<file path="src/rtl/morse_pkg.sv">
// Shared Morse timing default, state encodings and letter code tables
// for the tt_um_morse_codec transmitter and receiver.
package morse_pkg;

  localparam int UNIT_DEF  = 8;
  localparam int N_LETTERS = 26;

  typedef enum logic [1:0] {
    TX_IDLE,
    TX_MARK,
    TX_SPACE,
    TX_GAP
  } tx_state_t;

  typedef enum logic [1:0] {
    RX_IDLE,
    RX_MARK,
    RX_SPACE
  } rx_state_t;

  // pat is left-aligned: first symbol in bit 3, 1 = dash, unused low bits are 0
  typedef struct packed {
    logic [2:0] len;
    logic [3:0] pat;
  } morse_code_t;

  typedef struct packed {
    logic       valid;
    logic [4:0] idx;
  } morse_match_t;

  function automatic morse_code_t letter_code(input logic [4:0] idx);
    morse_code_t c;
    case (idx)
      5'd0:    c = '{3'd2, 4'b0100};  // A .-
      5'd1:    c = '{3'd4, 4'b1000};  // B -...
      5'd2:    c = '{3'd4, 4'b1010};  // C -.-.
      5'd3:    c = '{3'd3, 4'b1000};  // D -..
      5'd4:    c = '{3'd1, 4'b0000};  // E .
      5'd5:    c = '{3'd4, 4'b0010};  // F ..-.
      5'd6:    c = '{3'd3, 4'b1100};  // G --.
      5'd7:    c = '{3'd4, 4'b0000};  // H ....
      5'd8:    c = '{3'd2, 4'b0000};  // I ..
      5'd9:    c = '{3'd4, 4'b0111};  // J .---
      5'd10:   c = '{3'd3, 4'b1010};  // K -.-
      5'd11:   c = '{3'd4, 4'b0100};  // L .-..
      5'd12:   c = '{3'd2, 4'b1100};  // M --
      5'd13:   c = '{3'd2, 4'b1000};  // N -.
      5'd14:   c = '{3'd3, 4'b1110};  // O ---
      5'd15:   c = '{3'd4, 4'b0110};  // P .--.
      5'd16:   c = '{3'd4, 4'b1101};  // Q --.-
      5'd17:   c = '{3'd3, 4'b0100};  // R .-.
      5'd18:   c = '{3'd3, 4'b0000};  // S ...
      5'd19:   c = '{3'd1, 4'b1000};  // T -
      5'd20:   c = '{3'd3, 4'b0010};  // U ..-
      5'd21:   c = '{3'd4, 4'b0001};  // V ...-
      5'd22:   c = '{3'd3, 4'b0110};  // W .--
      5'd23:   c = '{3'd4, 4'b1001};  // X -..-
      5'd24:   c = '{3'd4, 4'b1011};  // Y -.--
      5'd25:   c = '{3'd4, 4'b1100};  // Z --..
      default: c = '{3'd0, 4'b0000};
    endcase
    return c;
  endfunction

  function automatic morse_match_t code_lookup(input logic [3:0] pat, input logic [2:0] len);
    morse_match_t m;
    morse_code_t  c;
    m = '{1'b0, 5'd0};
    for (int i = 0; i < N_LETTERS; i++) begin
      c = letter_code(5'(i));
      if ((c.len == len) && (c.pat == pat)) begin
        m = '{1'b1, 5'(i)};
      end
    end
    return m;
  endfunction

endpackage

</file>
<file path="src/rtl/morse_rx_fsm.sv">
// Morse receiver: synchronizes and times the key line, decodes letters.
//   state    | meaning
//   RX_IDLE  | line low, no symbols collected
//   RX_MARK  | key high, mark length being counted
//   RX_SPACE | key low after a symbol, waiting for letter gap
module morse_rx_fsm
  import morse_pkg::*;
#(
  parameter int UNIT_CYCLES = UNIT_DEF
) (
  input  logic       clk,
  input  logic       rst_n,
  input  logic       i_key,
  output logic       o_valid,
  output logic       o_error,
  output logic [4:0] o_letter
);

  localparam int CW = $clog2(3 * UNIT_CYCLES) + 1;
  localparam logic [CW-1:0] ONE      = CW'(1);
  localparam logic [CW-1:0] CNT_MAX  = {CW{1'b1}};
  localparam logic [CW-1:0] DASH_MIN = CW'(2 * UNIT_CYCLES);
  localparam logic [CW-1:0] GAP_LAST = CW'(3 * UNIT_CYCLES - 1);

  rx_state_t     r_state;
  rx_state_t     w_next;
  logic [1:0]    r_sync;
  logic [CW-1:0] r_hi_cnt;
  logic [CW-1:0] r_lo_cnt;
  logic [3:0]    r_pat;
  logic [2:0]    r_sym_cnt;
  logic          r_ovf;
  logic          r_valid;
  logic          r_error;
  logic [4:0]    r_letter;
  logic          w_key;
  logic          w_dash;
  logic          w_decode;
  logic [3:0]    w_aligned;
  morse_match_t  w_match;

  assign w_key = r_sync[1];

  always_ff @(posedge clk or negedge rst_n) begin
    if (!rst_n) begin
      r_state <= RX_IDLE;
    end else begin
      r_state <= w_next;
    end
  end

  always_comb begin
    w_next = r_state;
    case (r_state)
      RX_IDLE:  if (w_key) w_next = RX_MARK;
      RX_MARK:  if (!w_key) w_next = RX_SPACE;
      RX_SPACE: begin
        if (w_key) w_next = RX_MARK;
        else if (r_lo_cnt == GAP_LAST) w_next = RX_IDLE;
      end
      default:  w_next = RX_IDLE;
    endcase
  end

  // Pattern is collected right-aligned; the table wants it left-aligned
  always_comb begin
    w_dash   = (r_hi_cnt >= DASH_MIN);
    w_decode = (r_state == RX_SPACE) && !w_key && (r_lo_cnt == GAP_LAST);
    case (r_sym_cnt)
      3'd1:    w_aligned = {r_pat[0], 3'b000};
      3'd2:    w_aligned = {r_pat[1:0], 2'b00};
      3'd3:    w_aligned = {r_pat[2:0], 1'b0};
      default: w_aligned = r_pat;
    endcase
    w_match  = code_lookup(w_aligned, r_sym_cnt);
    o_valid  = r_valid;
    o_error  = r_error;
    o_letter = r_letter;
  end

  always_ff @(posedge clk or negedge rst_n) begin
    if (!rst_n) begin
      r_sync    <= '0;
      r_hi_cnt  <= '0;
      r_lo_cnt  <= '0;
      r_pat     <= '0;
      r_sym_cnt <= '0;
      r_ovf     <= 1'b0;
      r_valid   <= 1'b0;
      r_error   <= 1'b0;
      r_letter  <= '0;
    end else begin
      r_sync  <= {r_sync[0], i_key};
      r_valid <= 1'b0;
      r_error <= 1'b0;
      case (r_state)
        RX_IDLE: begin
          if (w_key) r_hi_cnt <= ONE;
        end
        RX_MARK: begin
          if (w_key) begin
            if (r_hi_cnt != CNT_MAX) r_hi_cnt <= r_hi_cnt + ONE;
          end else begin
            r_lo_cnt <= ONE;
            if (r_sym_cnt == 3'd4) begin
              r_ovf <= 1'b1;
            end else begin
              r_pat     <= {r_pat[2:0], w_dash};
              r_sym_cnt <= r_sym_cnt + 3'd1;
            end
          end
        end
        RX_SPACE: begin
          if (w_key) begin
            r_hi_cnt <= ONE;
          end else if (w_decode) begin
            if (w_match.valid && !r_ovf) begin
              r_letter <= w_match.idx;
              r_valid  <= 1'b1;
            end else begin
              r_error <= 1'b1;
            end
            r_pat     <= '0;
            r_sym_cnt <= '0;
            r_ovf     <= 1'b0;
          end else begin
            r_lo_cnt <= r_lo_cnt + ONE;
          end
        end
        default: r_hi_cnt <= '0;
      endcase
    end
  end

endmodule

</file>
<file path="src/rtl/morse_tx_fsm.sv">
// Morse transmitter: keys one latched letter as timed dots and dashes.
//   state    | meaning
//   TX_IDLE  | waiting for a start edge with a valid index
//   TX_MARK  | key high for one symbol (1 or 3 units)
//   TX_SPACE | key low for one unit between symbols
//   TX_GAP   | key low for three units after the last symbol
module morse_tx_fsm
  import morse_pkg::*;
#(
  parameter int UNIT_CYCLES = UNIT_DEF
) (
  input  logic       clk,
  input  logic       rst_n,
  input  logic [4:0] i_idx,
  input  logic       i_start,
  output logic       o_key,
  output logic       o_busy
);

  localparam int CW = $clog2(3 * UNIT_CYCLES) + 1;
  localparam logic [CW-1:0] ONE     = CW'(1);
  localparam logic [CW-1:0] DOT_LD  = CW'(UNIT_CYCLES - 1);
  localparam logic [CW-1:0] DASH_LD = CW'(3 * UNIT_CYCLES - 1);
  localparam logic [CW-1:0] GAP_LD  = CW'(3 * UNIT_CYCLES - 1);

  tx_state_t     r_state;
  tx_state_t     w_next;
  logic [CW-1:0] r_cnt;
  logic [3:0]    r_pat;
  logic [2:0]    r_left;
  logic          r_start_d;
  logic          w_tc;
  logic          w_go;
  logic          w_more;
  morse_code_t   w_code;

  assign w_code = letter_code(i_idx);
  assign w_tc   = (r_cnt == '0);
  assign w_go   = (r_state == TX_IDLE) && i_start && !r_start_d && (i_idx <= 5'd25);
  assign w_more = (r_left > 3'd1);

  always_ff @(posedge clk or negedge rst_n) begin
    if (!rst_n) begin
      r_state <= TX_IDLE;
    end else begin
      r_state <= w_next;
    end
  end

  always_comb begin
    w_next = r_state;
    case (r_state)
      TX_IDLE:  if (w_go) w_next = TX_MARK;
      TX_MARK:  if (w_tc) w_next = w_more ? TX_SPACE : TX_GAP;
      TX_SPACE: if (w_tc) w_next = TX_MARK;
      TX_GAP:   if (w_tc) w_next = TX_IDLE;
      default:  w_next = TX_IDLE;
    endcase
  end

  always_comb begin
    o_key  = (r_state == TX_MARK);
    o_busy = (r_state != TX_IDLE);
  end

  // r_pat[3] is always the symbol currently being (or about to be) keyed
  always_ff @(posedge clk or negedge rst_n) begin
    if (!rst_n) begin
      r_cnt     <= '0;
      r_pat     <= '0;
      r_left    <= '0;
      r_start_d <= 1'b0;
    end else begin
      r_start_d <= i_start;
      case (r_state)
        TX_IDLE: begin
          if (w_go) begin
            r_pat  <= w_code.pat;
            r_left <= w_code.len;
            r_cnt  <= w_code.pat[3] ? DASH_LD : DOT_LD;
          end
        end
        TX_MARK: begin
          if (!w_tc) begin
            r_cnt <= r_cnt - ONE;
          end else if (w_more) begin
            r_pat  <= {r_pat[2:0], 1'b0};
            r_left <= r_left - 3'd1;
            r_cnt  <= DOT_LD;
          end else begin
            r_cnt <= GAP_LD;
          end
        end
        TX_SPACE: begin
          if (!w_tc) begin
            r_cnt <= r_cnt - ONE;
          end else begin
            r_cnt <= r_pat[3] ? DASH_LD : DOT_LD;
          end
        end
        TX_GAP: begin
          if (!w_tc) r_cnt <= r_cnt - ONE;
        end
        default: r_cnt <= '0;
      endcase
    end
  end

endmodule

</file>
<file path="src/rtl/tt_um_morse_codec.sv">
// Tiny Tapeout tile wrapper: maps pins onto the Morse transmitter and receiver.
module tt_um_morse_codec
  import morse_pkg::*;
#(
  parameter int UNIT_CYCLES = UNIT_DEF
) (
  input  logic       clk,
  input  logic       rst_n,
  input  logic       ena,
  input  logic [7:0] ui_in,
  output logic [7:0] uo_out,
  input  logic [7:0] uio_in,
  output logic [7:0] uio_out,
  output logic [7:0] uio_oe
);

  logic       w_tx_key;
  logic       w_tx_busy;
  logic       w_rx_valid;
  logic       w_rx_error;
  logic [4:0] w_rx_letter;
  logic       w_unused;

  morse_tx_fsm #(.UNIT_CYCLES(UNIT_CYCLES)) u_tx (
    .clk    (clk),
    .rst_n  (rst_n),
    .i_idx  (ui_in[4:0]),
    .i_start(ui_in[5]),
    .o_key  (w_tx_key),
    .o_busy (w_tx_busy)
  );

  morse_rx_fsm #(.UNIT_CYCLES(UNIT_CYCLES)) u_rx (
    .clk     (clk),
    .rst_n   (rst_n),
    .i_key   (ui_in[6]),
    .o_valid (w_rx_valid),
    .o_error (w_rx_error),
    .o_letter(w_rx_letter)
  );

  assign uo_out   = {w_rx_letter, w_rx_valid, w_tx_busy, w_tx_key};
  assign uio_out  = {7'b0000000, w_rx_error};
  assign uio_oe   = 8'h01;
  assign w_unused = &{1'b0, ena, ui_in[7], uio_in};

endmodule

</file>
<file path="config.mk">
export PLATFORM = sky130hd
export DESIGN_NAME = tt_um_morse_codec
export DESIGN_NICKNAME = d
export VERILOG_FILES = /design/src/rtl/morse_pkg.sv /design/src/rtl/morse_rx_fsm.sv /design/src/rtl/morse_tx_fsm.sv /design/src/rtl/tt_um_morse_codec.sv
export SDC_FILE = /design/constraint.sdc
export NUM_CORES = 1
export LEC_CHECK = 0
export ABC_AREA = 1
export BUFFER_PORTS_ARGS = -buffer_cell sky130_fd_sc_hd__buf_2
export CAP_MARGIN = 20
export CORE_ASPECT_RATIO = 0.7
export CORE_MARGIN = 5
export CORE_UTILIZATION = 53
export CTS_CLUSTER_DIAMETER = 200
export DETAILED_ROUTE_END_ITERATION = 8
export GPL_ROUTABILITY_DRIVEN = 0
export PLACE_DENSITY = 0.81
export SLEW_MARGIN = 20
export SYNTH_ARGS = -nofsm -noshare
export SYNTH_HDL_FRONTEND = slang
export SYNTH_SLANG_ARGS = --single-unit
export TNS_END_PERCENT = 10
</file>
<file path="constraint.sdc">
create_clock -name clk -period 2.9 [get_ports clk]
set_input_delay 0.145 -clock clk [delete_from_list [all_inputs] [get_ports clk]]
set_output_delay 0.145 -clock clk [all_outputs]
set_load 0.05 [all_outputs]
</file>
# Word level (Yosys, flattened, before mapping)
# Memories as Yosys holds them, arrays and structs flattened.
# Index checks and enable logic that the tools add are counted.
# classes
mux	85
n_reduce_logical	52
eq_ne	44
order_cmp	3
bitwise_logic	1
n_addsub	5
multipliers	0
div_mod_pow	0
shift	0
# ops
cell	n
$mux 6	36
$logic_and 1x1->1	32
$eq 4x4->1 const A	7
$mux 4	7
$pmux 6 s2	2
$pmux 6 s4	1
$mux 3	7
$ne 2x1->1 const B	9
$mux 2	8
$pmux 4 s2	2
$reduce_and 4->1	4
$mux 5	3
$ne 2x2->1 const B	7
$mux 1	13
$add 6x1->6 const B	2
$eq 3x4->1 const A	3
$pmux 3 s2	2
$pmux 4 s3	1
$reduce_and 5->1	2
$pmux 2 s4	1
$eq 2x2->1 const B	3
$eq 2x3->1 const A	2
$eq 3x2->1 const B	2
$eq 6x5->1 const B	1
26 further kinds	33
# word_totals
elab_cells	206
n_memories	1
ram_bits	0
output_inout_bits	24
input_bits	19
register_bits	47
latch_bits	0
rom_bits	224
# mem_list
memory	depth	width	read_ports	rd_clocked_by_memory_dff	write_ports	line_no	rtl
(no name shown)	32	7	1	0	0	morse_pkg.sv:34	case (idx)

# Logic depth before layout (Yosys ltp)
# Gate-level depths: netlist (run 1).
# logic_depth
depth_word	35
depth_mapped	22

# By module
# A second synthesis (run 1) with hierarchy kept.
# hier_totals
cells_unflattened	484
hier_area_um2	3468.3
# modules_own_cells
mod	area_per_inst_um2	instances	cells_each
morse_rx_fsm	1998.2	1	258
morse_tx_fsm	1320.0	1	205
tt_um_morse_codec	150.1	1	21

# Least setup slack after synthesis (run 1)
# No wires, ideal clock.
# synth_timing
path_type	register -> register
from	register u_rx.r_sym_cnt[0]
to	register u_rx.r_letter[0] (netlist: u_rx.o_letter[0])
stages_incl_launch_ff	19
path_buffers	1
slack_ps	411
synth_period_minus_slack_ps	2489
setup_time_ps	113
arrival_time_ps	2377
cell_sequence	dfrtp_1 -> ha_1 -> ha_1 -> buf_6 -> inv_2 -> nand4_2 -> nand2_4 -> nor2_4 -> nand2_1 -> o21ai_1 -> nor2_2 -> nand2_2 -> nor2_2 -> nand4_2 -> nand3_4 -> inv_4 -> or2_1 -> nand2_1 -> inv_1
# synth_via
elab_chain_cells	32
# synth_rtl
item	line_no	rtl
start, declared	morse_rx_fsm.sv:31	logic [2:0] r_sym_cnt;
start signal, assigned	morse_rx_fsm.sv:109	r_sym_cnt <= r_sym_cnt + 3'd1;
$eq 3x2->1 / $eq 3x1->1 (equally long branches)	morse_pkg.sv:72, morse_rx_fsm.sv:69	
$pmux 4 s3	morse_rx_fsm.sv:69	case (r_sym_cnt)
$eq 3x4->1	morse_pkg.sv:72	if ((c.len == len) && (c.pat == pat)) begin
$logic_and 1x1->1	morse_pkg.sv:72	
$mux 6 (25 in a row)	morse_pkg.sv:72	
$mux 6 (*)	morse_pkg.sv:72	
$logic_and 1x1->1	morse_rx_fsm.sv:117	if (w_match.valid && !r_ovf) begin
$reduce_and 4->1 (no source line)	n/a	
end signal, assigned	morse_rx_fsm.sv:118	r_letter <= w_match.idx;
end, declared	morse_rx_fsm.sv:35	logic [4:0] r_letter;
# Every way passes the cells marked *; elsewhere a longest branch is shown, timed or not.
# A chain may end at the register's enable or synchronous reset.

# Worst setup path after layout (run 1)
# Same ends and word-level chain as after synthesis.

==> metrics.cfg, run 1 <==
[clock_tree]
tritoncts = yes
clk_path_buf_depth = 2
cts_setup_buffers = 0
cts-buffers-inserted = 5
clk_latency_ns = 0.31
cts_sinks = 47
root_buffer = clkbuf_8
htreeDepth = 2
cts.clk_slew.worst_paths_ns = 0.09

[logic_synthesis]
synth_top_family_by_area = simple AND/OR/NAND/NOR gates
synth_top_area_share = 0.335
ys_warn_count = 0
yosys-top-cells-area = dfrtp_1, nand2_1, inv_1, ha_1, o21ai_0
synth_ff_type = dfrtp_1
synth_fa_ha_area_frac = 0.0713
ys_types = 49
syn_avg_cell_area_um2 = 7.53
async_flop_share = 1.00
synthDominantAreaCellType = dfrtp_1
synthSimpleGateAreaFrac = 0.289
synthXorXnorAreaFrac = 0.00748
synth_edf_count = 0
synth_area_mm2 = 0.00351
synth.mux.area_fraction = 0
ys_seq_area_frac = 0.335
ys_ff_latch = 47
synthCells = 466
synth_compound_area_frac = 0.164

[grt]
grtUsageTotal = 0.192
grt_pass1_wl_mm = 13.4
grt_pass1_vias = 2971
grt_max_degree = 48
antenna_found_initial = 0
overflow = 0

[routing]
ant_nets = 0
vias_per_cell = 5.42
wl_per_cell_um = 13.3
drt_first_pass_iters = 5
vias = 3138
drtIter0Drc = 242
remaining_drc_errors = 0
wl_mm = 7.73

[sta]
fmax_mhz = 372
whs_ns = 0.260
worst_pin_slew_ns = 0.592
fin_crit_ns = 2.69
post-route-period-util = 0.928
maxSlewHeadroom = 0.605
final-setup-viol-count = 0
finalHoldViolCount = 0
drv_slew = 0
clock_skew_ns = 0.0169

[floorplanning]
pin_count = 43
start_util = 0.554
dieArea_mm2 = 0.00838
fp.dieH_um = 78.1
num_rows = 24
die-width_um = 107
coreArea_mm2 = 0.00634

[setup_path]
path_class = reg -> reg
cp_slowest_cell = dfrtp_1
worst_path_dominant_cell_family = simple AND/OR/NAND/NOR gates
rrSetupSlack_ns = 0.21
crit_start = u_rx.r_sym_cnt[0]$_DFFE_PN0P_
required_ns = 3.10
worstSetupStartpointType = flop
cp_cell_sequence = ha_1 > ha_2 > inv_4 > nand4_2 > nand2_4 > nand2_4 > nor2_4 > nand3_2 > nand2_2 > nor2_2 > nand2_1 > inv_2 > nand4_2 > nand3_4 > nor2_1 > nand3_1 > nand2_1 > inv_1
critical_path_arrival_ns = 2.89
r2r-start = u_rx.r_sym_cnt[0]$_DFFE_PN0P_
path_max_fanout = 8
cpPeakStageDelay_ns = 0.42
end_kind = flop
crit_buf_inv = 3

[cells_and_area]
nNetsFinal = 526
fin_util = 0.604
multi_input_area_mm2 = 0.00195
seqCellArea_mm2 = 0.00118
drive_above_1_share = 0.156
n_antenna_cell = 0
syn_to_final_growth_pct = 9.05
final_common_cell = nand2_1
layout_common_cells = nand2_1, inv_1, dfrtp_1, o21ai_0, nor2_1
fill_cells = 570

[pwr]
p_per_area_mw_per_mm2 = 633
p_int_w = 0.00140
swShare = 0.421
pwr-share-seq = 0.325
power.leakage_nw = 1.83
ir_drop_mv = 0.375
clkPwrFrac = 0.236
power_w = 0.00242
switching_power_w = 0.00102
power_frac_comb = 0.438

[min_path]
hp-class = in -> reg
holdCritStartpoint = ui_in[4]

[placement]
port_buffers = 17
hpwl_mm = 5.79

[flow_run]
drv_cap = 0

[status]
status = complete, no violations

sequential cells by signal (all words and copies together) (netlist names), 3 cells and up:
register and count:
u_rx.r_hi_cnt 6, u_rx.r_lo_cnt 6, u_tx.r_cnt 6, u_rx.o_letter 5
u_rx.r_pat 4, u_tx.r_pat 4, u_rx.r_sym_cnt 3, u_tx.r_left 3
per-layer routing:
metal | part of all wire | vias up | global-route usage
met5 | 0 | - | 0
met4 | 0.014 | 0 | 0.0332
met3 | 0.056 | 17 | 0.0352
met2 | 0.46 | 106 | 0.313
met1 | 0.47 | 1462 | 0.271
li1 | - | 1553 | -
path summary, 6_finish.rpt:
kind                                           endpoint  cells after the start
min reg2reg                    u_rx.r_sync[1]$_DFF_PN0_                      0
max in group asynchronous     u_rx.r_pat[3]$_DFFE_PN0P_                      2
max                        u_rx.o_letter[0]$_DFFE_PN0P_                     18
max reg2reg                u_rx.o_letter[0]$_DFFE_PN0P_                     18
min                           u_tx.r_pat[0]$_DFFE_PN0P_                      3
min in group asynchronous  u_rx.r_lo_cnt[2]$_DFFE_PN0P_                      2
logic make-up (layout without fill, tap and decap cells):
logic type / count (synthesis) / after routing
compound gates: 98 / 98
xor+xnor: 3 / 3
fa+ha+maj: 20 / 20
buf+inv: 101 / 110
flops: 47 / 47
other cells: 2 / 15
simple gates: 195 / 195
layout make-up:
| class | instances | area share |
|---|---|---|
| clock inverters | 3 | 0.0176 |
| clock buffers | 5 | 0.0180 |
| well taps | 91 | 0.0297 |
| multi-input cells | 331 | 0.510 |
| inverters | 78 | 0.0784 |
| flip-flops and latches | 47 | 0.307 |
| repair buffers | 24 | 0.0386 |
stage by stage:
step	cells	TNS [ns]	area (µm²)	setup WS (ns)
6_report	579	0	3830	0.209
5_1_grt	579	-0.00517	3830	-0.00517
4_1_cts	578	0	3780	0.0727
3_5_place_dp	568	0	3620	0.113
3_3_place_gp	568	0	3620	0.170
2_1_floorplan	479	0	3560	0.411
power by group through the flow:
| stage | logic, W | clock network (W) | registers (W) |
|---|---|---|---|
| global placement | 0.000983 | 0 | 0.000795 |
| detailed placement | 0.00102 | 0 | 0.000803 |
| global route | 0.00122 | 0.000614 | 0.000798 |
| CTS | 0.00103 | 0.000586 | 0.000790 |
| finish | 0.00106 | 0.000572 | 0.000789 |
| floorplan | 0.000830 | 0 | 0.000786 |
repair_timing:
item,in CTS,in global routing
resized for setup,0,8
endpoints found under the hold margin,2,47
setup endpoints to repair,0,5
hold buffers,2,1
worst reg2reg max path: stages, from the launching register on:
cell	delay [ns]
dfrtp_1	0.42
ha_1	0.22
ha_2	0.25
inv_4	0.13
nand4_2	0.16
nand2_4	0.18
nand2_4	0.10
nor2_4	0.16
nand3_2	0.13
nand2_2	0.11
nor2_2	0.04
nand2_1	0.07
inv_2	0.05
nand4_2	0.12
nand3_4	0.13
nor2_1	0.14
nand3_1	0.09
nand2_1	0.06
inv_1	0.04
cell usage after synthesis (3+ instances only):
cell type,instances
nor2_1,31
inv_1,67
nor3_1,12
ha_1,20
o22ai_1,11
nor2_2,6
buf_4,19
a31oi_1,3
nand3_2,3
nand2_2,6
nor2_4,5
nand3_1,30
nand4_2,3
a21oi_1,23
dfrtp_1,47
nand4_1,5
a2bb2oi_1,3
o21bai_1,3
clkbuf_1,3
nand2_4,4
nand2_1,79
inv_2,7
o21ai_0,34
o21ai_1,6
Power figures use the tool's default switching activity.
==> inputs of run 2 (changes only) <==
ABC_AREA = default   (was 1)
PLACE_DENSITY = 0.8   (was 0.81)
==> metrics.cfg, run 2 <==
[floorplanning]
dieArea_mm2 = 0.00889  ; +6.1%
num_rows = 25  ; +4.2%
pin_count = 43  ; unchanged
start_util = 0.550  ; -0.00383
coreArea_mm2 = 0.00682  ; +7.6%
die-width_um = 111  ; +3.1%
fp.dieH_um = 80.4  ; +3.0%

[sta]
maxSlewHeadroom = 0.440  ; -0.165
clock_skew_ns = 0.0133  ; -0.00357 ns
timing.final.ws_setup_ns = 0.112  ; -0.0974 ns
final-setup-viol-count = 0  ; unchanged
fmax_mhz = 359  ; -3.5%
finalHoldViolCount = 0  ; unchanged
whs_ns = 0.359  ; +0.0987 ns
fin_crit_ns = 2.79  ; +0.0974 ns
drv_slew = 0  ; unchanged
worst_pin_slew_ns = 0.840  ; +0.247 ns
post-route-period-util = 0.962  ; +0.0336

[placement]
pre_cts_ws_ns = 0.0132  ; -0.100 ns
port_buffers = 17  ; unchanged
hpwl_mm = 6.12  ; +5.7%
placed_area_mm2 = 0.00388  ; +7.0%

[grt]
grtUsageTotal = 0.188  ; -0.00334
grt_pass1_vias = 2958  ; -0.44%
grt_pass1_wl_mm = 14.0  ; +4.7%
overflow = 0  ; unchanged
grt_max_degree = 39  ; -19%
antenna_found_initial = 0  ; unchanged

[setup_path]
r2r-start = u_rx.r_sym_cnt[0]$_DFFE_PN0P_
required_ns = 3.10  ; about the same
critical_path_arrival_ns = 2.99  ; +0.10 ns
worstSetupStartpointType = flop
path_class = reg -> reg
cpPeakStageDelay_ns = 0.45  ; +0.03 ns
cp_cell_sequence = ha_1 > ha_2 > buf_4 > nor4b_4 > o21ai_2 > o2111ai_2 > nor4_4 > a211oi_4 > buf_6 > mux2_4
cp_slowest_cell = nor4b_4
path_max_fanout = 14  ; +6
crit_start = u_rx.r_sym_cnt[0]$_DFFE_PN0P_
end_kind = flop

[clock_tree]
root_buffer = clkbuf_8
cts-buffers-inserted = 5  ; unchanged
clk_latency_ns = 0.31  ; about the same
cts.clk_slew.worst_paths_ns = 0.09  ; about the same
htreeDepth = 2  ; unchanged
tritoncts = yes
clk_path_buf_depth = 2  ; unchanged
cts_sinks = 47  ; unchanged

[logic_synthesis]
synth_area_mm2 = 0.00375  ; +6.9%
ys_types = 78  ; +59%
synth_edf_count = 0  ; unchanged
yosys-top-cells-count = nand2_1, dfrtp_1, o21ai_0, nor2_1, a21oi_1
synth_most_common_cell = nand2_1
ys_ff_latch = 47  ; unchanged
yosys-top-cells-area = dfrtp_1, ha_1, o21ai_0, nand2_1, nor2_1
synth_ff_type = dfrtp_1
synthCells = 445  ; -4.5%
syn_avg_cell_area_um2 = 8.43  ; +12%
synthDominantAreaCellType = dfrtp_1
ys_seq_area_frac = 0.313  ; -0.0216
synth_top_area_share = 0.313  ; -0.0216
ys_warn_count = 0  ; unchanged
async_flop_share = 1.00  ; unchanged

[cells_and_area]
final_common_cell = nand2_1
drive_above_1_share = 0.184  ; +0.0284
fill_cells = 590  ; +3.5%
top_regs = u_rx.r_hi_cnt x6, u_rx.r_lo_cnt x6, u_tx.r_cnt x6
postLayoutCellArea_mm2 = 0.00413  ; +7.9%
nNetsFinal = 505  ; -4.0%
n_antenna_cell = 0  ; unchanged
layout_common_cells = nand2_1, o21ai_0, dfrtp_1, nor2_1, a21oi_1
syn_to_final_growth_pct = 10.1

[min_path]
holdCritStartpoint = u_rx.r_sync[0]$_DFF_PN0_
hp-class = reg -> reg

[status]
status = complete, no violations

[pwr]
p_per_area_mw_per_mm2 = 776  ; +23%
clkPwrFrac = 0.178  ; -0.058
power_frac_comb = 0.520  ; +0.082
p_int_w = 0.00179  ; +28%
switching_power_w = 0.00141  ; +38%
power.leakage_nw = 1.82  ; -0.47%
swShare = 0.440  ; +0.0190
ir_drop_mv = 0.465  ; +24%
pwr-share-seq = 0.302  ; -0.023
power_w = 0.00321  ; +32%

[routing]
ant_nets = 0  ; unchanged
drtIter0Drc = 216  ; -11%
wl_per_cell_um = 14.9  ; +12%
drt_first_pass_iters = 5  ; unchanged
vias_per_cell = 5.83  ; +7.5%
vias = 3269  ; +4.2%
remaining_drc_errors = 0  ; unchanged
wl_mm = 8.38  ; +8.5%

[flow_run]
drv_cap = 0  ; unchanged

run 2: power groups by stage:
stage / Combinational, W / Sequential [W] / Clock [W]
6_report: 0.00167 / 0.000968 / 0.000569
5_1_grt: 0.00187 / 0.000993 / 0.000617
4_1_cts: 0.00162 / 0.000966 / 0.000581
3_5_place_dp: 0.00160 / 0.000976 / 0
3_3_place_gp: 0.00154 / 0.000966 / 0
2_1_floorplan: 0.00132 / 0.000938 / 0
run 2: timing repair:
action | in CTS | in global routing
hold buffers | 3 | 0
endpoints found under the setup margin | 5 | 5
buffers inserted | 0 | 5
pin swaps | 0 | 3
cloned | 0 | 0
hold endpoints to repair | 39 | 0
resized for setup | 1 | 12
run 2: layer usage:
layer	share of wire	global-route usage
met1	0.47	0.272
met2	0.45	0.291
met3	0.072	0.0331
met4	0.012	0.0492
met5	0	0
run 2: layout make-up:
class / count / area (µm²) / share of cell area
Clock buffer: 6 / 72.6 / 0.0176
Clock inverter: 2 / 60.1 / 0.0145
Inverter: 21 / 78.8 / 0.0191
Multi-Input combinational cell: 351 / 2350 / 0.570
Sequential cell: 47 / 1180 / 0.285
Tap cell: 94 / 118 / 0.0285
Timing Repair Buffer: 40 / 273 / 0.0660
run 2: metrics by stage:
step | std cells | TNS [ns] | utilization
2_1_floorplan | 458 | 0 | -
3_3_place_gp | 545 | 0 | 0.568
3_5_place_dp | 545 | 0 | 0.568
4_1_cts | 556 | 0 | 0.593
5_1_grt | 561 | -0.0649 | 0.606
6_report | 561 | 0 | 0.606
run 2: kinds of logic (layout without fill, tap and decap cells):
family / Yosys count / count (layout) / share of synthesized area
AOI/OAI and AO/OA: 142 / 142 / 0.254
buffers and inverters: 60 / 69 / 0.0850
DFF: 47 / 47 / 0.313
muxes: 14 / 14 / 0.0520
xor gates and xnor gates: 3 / 3 / 0.00700
adders and majority gates: 20 / 20 / 0.0667
and+or+nand+nor: 157 / 157 / 0.220
other: 2 / 15 / 0.00200
run 2: final timing paths:
check | to | slack [ns] | cells after the start
hold reg to reg | u_rx.r_sync[1]$_DFF_PN0_ | 0.36 | 0
max in group asynchronous | u_rx.r_pat[1]$_DFFE_PN0P_ | 1.76 | 3
min in group asynchronous | u_rx.r_hi_cnt[2]$_DFFE_PN0P_ | 0.47 | 2
hold / removal | u_rx.r_sync[1]$_DFF_PN0_ | 0.36 | 0
setup reg to reg | u_rx.o_letter[0]$_DFFE_PN0P_ | 0.11 | 10
setup / recovery | u_rx.o_letter[0]$_DFFE_PN0P_ | 0.11 | 10
run 2: worst max-delay path, delay by kind of cell, from the launching register on:
| kind | cells | cell delay, ns |
|---|---|---|
| flip-flops | 1 | 0.43 |
| AND/OR/NAND/NOR | 2 | 0.53 |
| AO/OA/AOI/OAI | 3 | 0.67 |
| multiplexers | 1 | 0.30 |
| buffers and inverters | 2 | 0.35 |
| adder cells (fa/ha/maj) | 2 | 0.42 |
==> inputs of run 3 (changes only) <==
BUFFER_PORTS_ARGS = -buffer_cell sky130_fd_sc_hd__buf_4   (was -buffer_cell sky130_fd_sc_hd__buf_2)
CTS_BUF_LIST = sky130_fd_sc_hd__clkbuf_8 sky130_fd_sc_hd__clkbuf_16   (was default)
==> metrics.cfg, run 3 (same netlist as run 2, synthesis figures left out) <==
[clock_tree]
cts_sinks = 47  ; unchanged
clk_latency_ns = 0.30  ; about the same
htreeDepth = 2  ; unchanged
cts-buffers-inserted = 5  ; unchanged
tritoncts = yes
cts.clk_slew.worst_paths_ns = 0.09  ; about the same
clk_path_buf_depth = 2  ; unchanged
root_buffer = clkbuf_8

[pwr]
ir_drop_mv = 0.532  ; +14%
power.leakage_nw = 1.84  ; +1.1%
p_per_area_mw_per_mm2 = 772  ; -0.41%
power_w = 0.00322  ; +0.50%

[floorplanning]
die-width_um = 111  ; unchanged
start_util = 0.550  ; unchanged
pin_count = 43  ; unchanged
dieArea_mm2 = 0.00889  ; unchanged
coreArea_mm2 = 0.00682  ; unchanged
num_rows = 25  ; unchanged
fp.dieH_um = 80.4  ; unchanged

[cells_and_area]
drive_above_1_share = 0.182  ; -0.00253
fill_cells = 592  ; +0.34%
layout_common_cells = nand2_1, o21ai_0, dfrtp_1, nor2_1, buf_4
nNetsFinal = 506  ; +0.20%
top_regs = u_rx.r_hi_cnt x6, u_rx.r_lo_cnt x6, u_tx.r_cnt x6
syn_to_final_growth_pct = 11.1
n_antenna_cell = 0  ; unchanged
final_common_cell = nand2_1

[setup_path]
cp_cell_sequence = ha_1 > ha_2 > buf_4 > and2_4 > a22o_1 > a31oi_4 > a21oi_2 > nor4_4 > a211oi_4 > buf_4 > mux2_4
path_class = reg -> reg
end_kind = flop
cpPeakStageDelay_ns = 0.39  ; -0.06 ns
path_max_fanout = 6  ; -8
required_ns = 3.09  ; about the same
critical_path_arrival_ns = 2.97  ; -0.02 ns
cp_slowest_cell = dfrtp_1
worstSetupStartpointType = flop
crit_path_frequent_cell = buf_4

[routing]
wl_per_cell_um = 14.8  ; -0.74%
ant_nets = 0  ; unchanged
wl_mm = 8.33  ; -0.56%
drt_first_pass_iters = 5  ; unchanged
vias = 3291  ; +0.67%
remaining_drc_errors = 0  ; unchanged
vias_per_cell = 5.86  ; +0.49%
drtIter0Drc = 216  ; unchanged

[placement]
pre_cts_ws_ns = 0.0267  ; +0.0136 ns
port_buffers = 17  ; unchanged
hpwl_mm = 6.12  ; about the same

[sta]
drv_slew = 0  ; unchanged
worst_pin_slew_ns = 0.791  ; -0.0485 ns
timing.final.ws_setup_ns = 0.124  ; +0.0120 ns
post-route-period-util = 0.957  ; -0.00412
fmax_mhz = 360  ; +0.43%
finalHoldViolCount = 0  ; unchanged
fin_crit_ns = 2.78  ; -0.0120 ns
clock_skew_ns = 0.0103  ; -0.00298 ns
final-setup-viol-count = 0  ; unchanged
maxSlewHeadroom = 0.472  ; +0.0313

[grt]
grtUsageTotal = 0.185  ; -0.00304
grt_pass1_vias = 2961  ; +0.10%
antenna_found_initial = 0  ; unchanged
grt_max_degree = 48  ; +23%
overflow = 0  ; unchanged
grt_pass1_wl_mm = 13.7  ; -2.1%

[status]
status = complete, no violations

[min_path]
hp-class = in -> reg

[flow_run]
drv_cap = 0  ; unchanged

[run 3: changes by cell type in the layout (fill, tap and decap cells not counted), sizes merged]
cell / change
clkbuf: -1
buf: +1
inv: +1
[run 3: worst paths after layout]
kind	slack, ns	start	endpoint	cells past startpoint
min	0.31	ui_in[4]	u_tx.r_pat[0]$_DFFE_PN0P_	4
max in group asynchronous	2.09	rst_n	u_tx.r_start_d$_DFF_PN0_	2
max reg2reg	0.12	u_rx.r_sym_cnt[0]$_DFFE_PN0P_	u_rx.o_letter[3]$_DFFE_PN0P_	11
max	0.12	u_rx.r_sym_cnt[0]$_DFFE_PN0P_	u_rx.o_letter[3]$_DFFE_PN0P_	11
min reg2reg	0.37	u_rx.r_sync[0]$_DFF_PN0_	u_rx.r_sync[1]$_DFF_PN0_	0
min in group asynchronous	0.40	rst_n	u_rx.r_hi_cnt[2]$_DFFE_PN0P_	2
[run 3: metrics by stage]
stage,util,area [µm²],hold slack [ns],TNS [ns],cells
4_1_cts,0.602,4100,0.305,0,559
3_3_place_gp,0.578,3940,0.196,0,548
3_5_place_dp,0.578,3940,0.203,0,548
2_1_floorplan,-,3800,-0.151,0,458
6_report,0.612,4170,0.313,0,562
5_1_grt,0.612,4170,0.325,-0.00296,562
[run 3: area by class of cell]
| cell class | instances | area, µm² | area share |
|---|---|---|---|
| inverter | 21 | 78.8 | 0.0189 |
| sequential | 47 | 1180 | 0.282 |
| multi-input combinational | 351 | 2350 | 0.563 |
| clock inverter | 3 | 63.8 | 0.0153 |
| timing repair buffer | 41 | 315 | 0.0756 |
| tap | 94 | 118 | 0.0282 |
| clock buffer | 5 | 68.8 | 0.0165 |
[run 3: per-layer routing]
metal	track usage	vias up	routed length [µm]
met5	0	-	0
met4	0.0640	0	56
met3	0.0309	4	540
met2	0.295	108	3810
met1	0.256	1574	3930
li1	-	1605	-
[run 3: critical path: cells and delay by family, from the launching register on]
kind,cells,cell delay (ns)
multiplexers,1,0.29
adder cells (fa/ha/maj),2,0.42
buffers and inverters,2,0.35
AO/OA/AOI/OAI,4,0.66
AND/OR/NAND/NOR,2,0.55
flip-flops,1,0.39
[run 3: timing repair]
item                       4_1_cts  5_1_grt
setup endpoints to repair        5        5
hold buffers                     3        0
setup buffers                    0        3
hold endpoints to repair        49        0
pin swaps                        1        4
gates resized for setup          0        7
[run 3: power breakdown]
group	leakage, nW	switching [W]	total [W]	internal [W]
registers	0.606	0.000143	0.000963	0.000820
clock network	0.0695	0.000223	0.000564	0.000341
logic	1.16	0.00104	0.00169	0.000650
total	1.84	0.00141	0.00322	0.00181
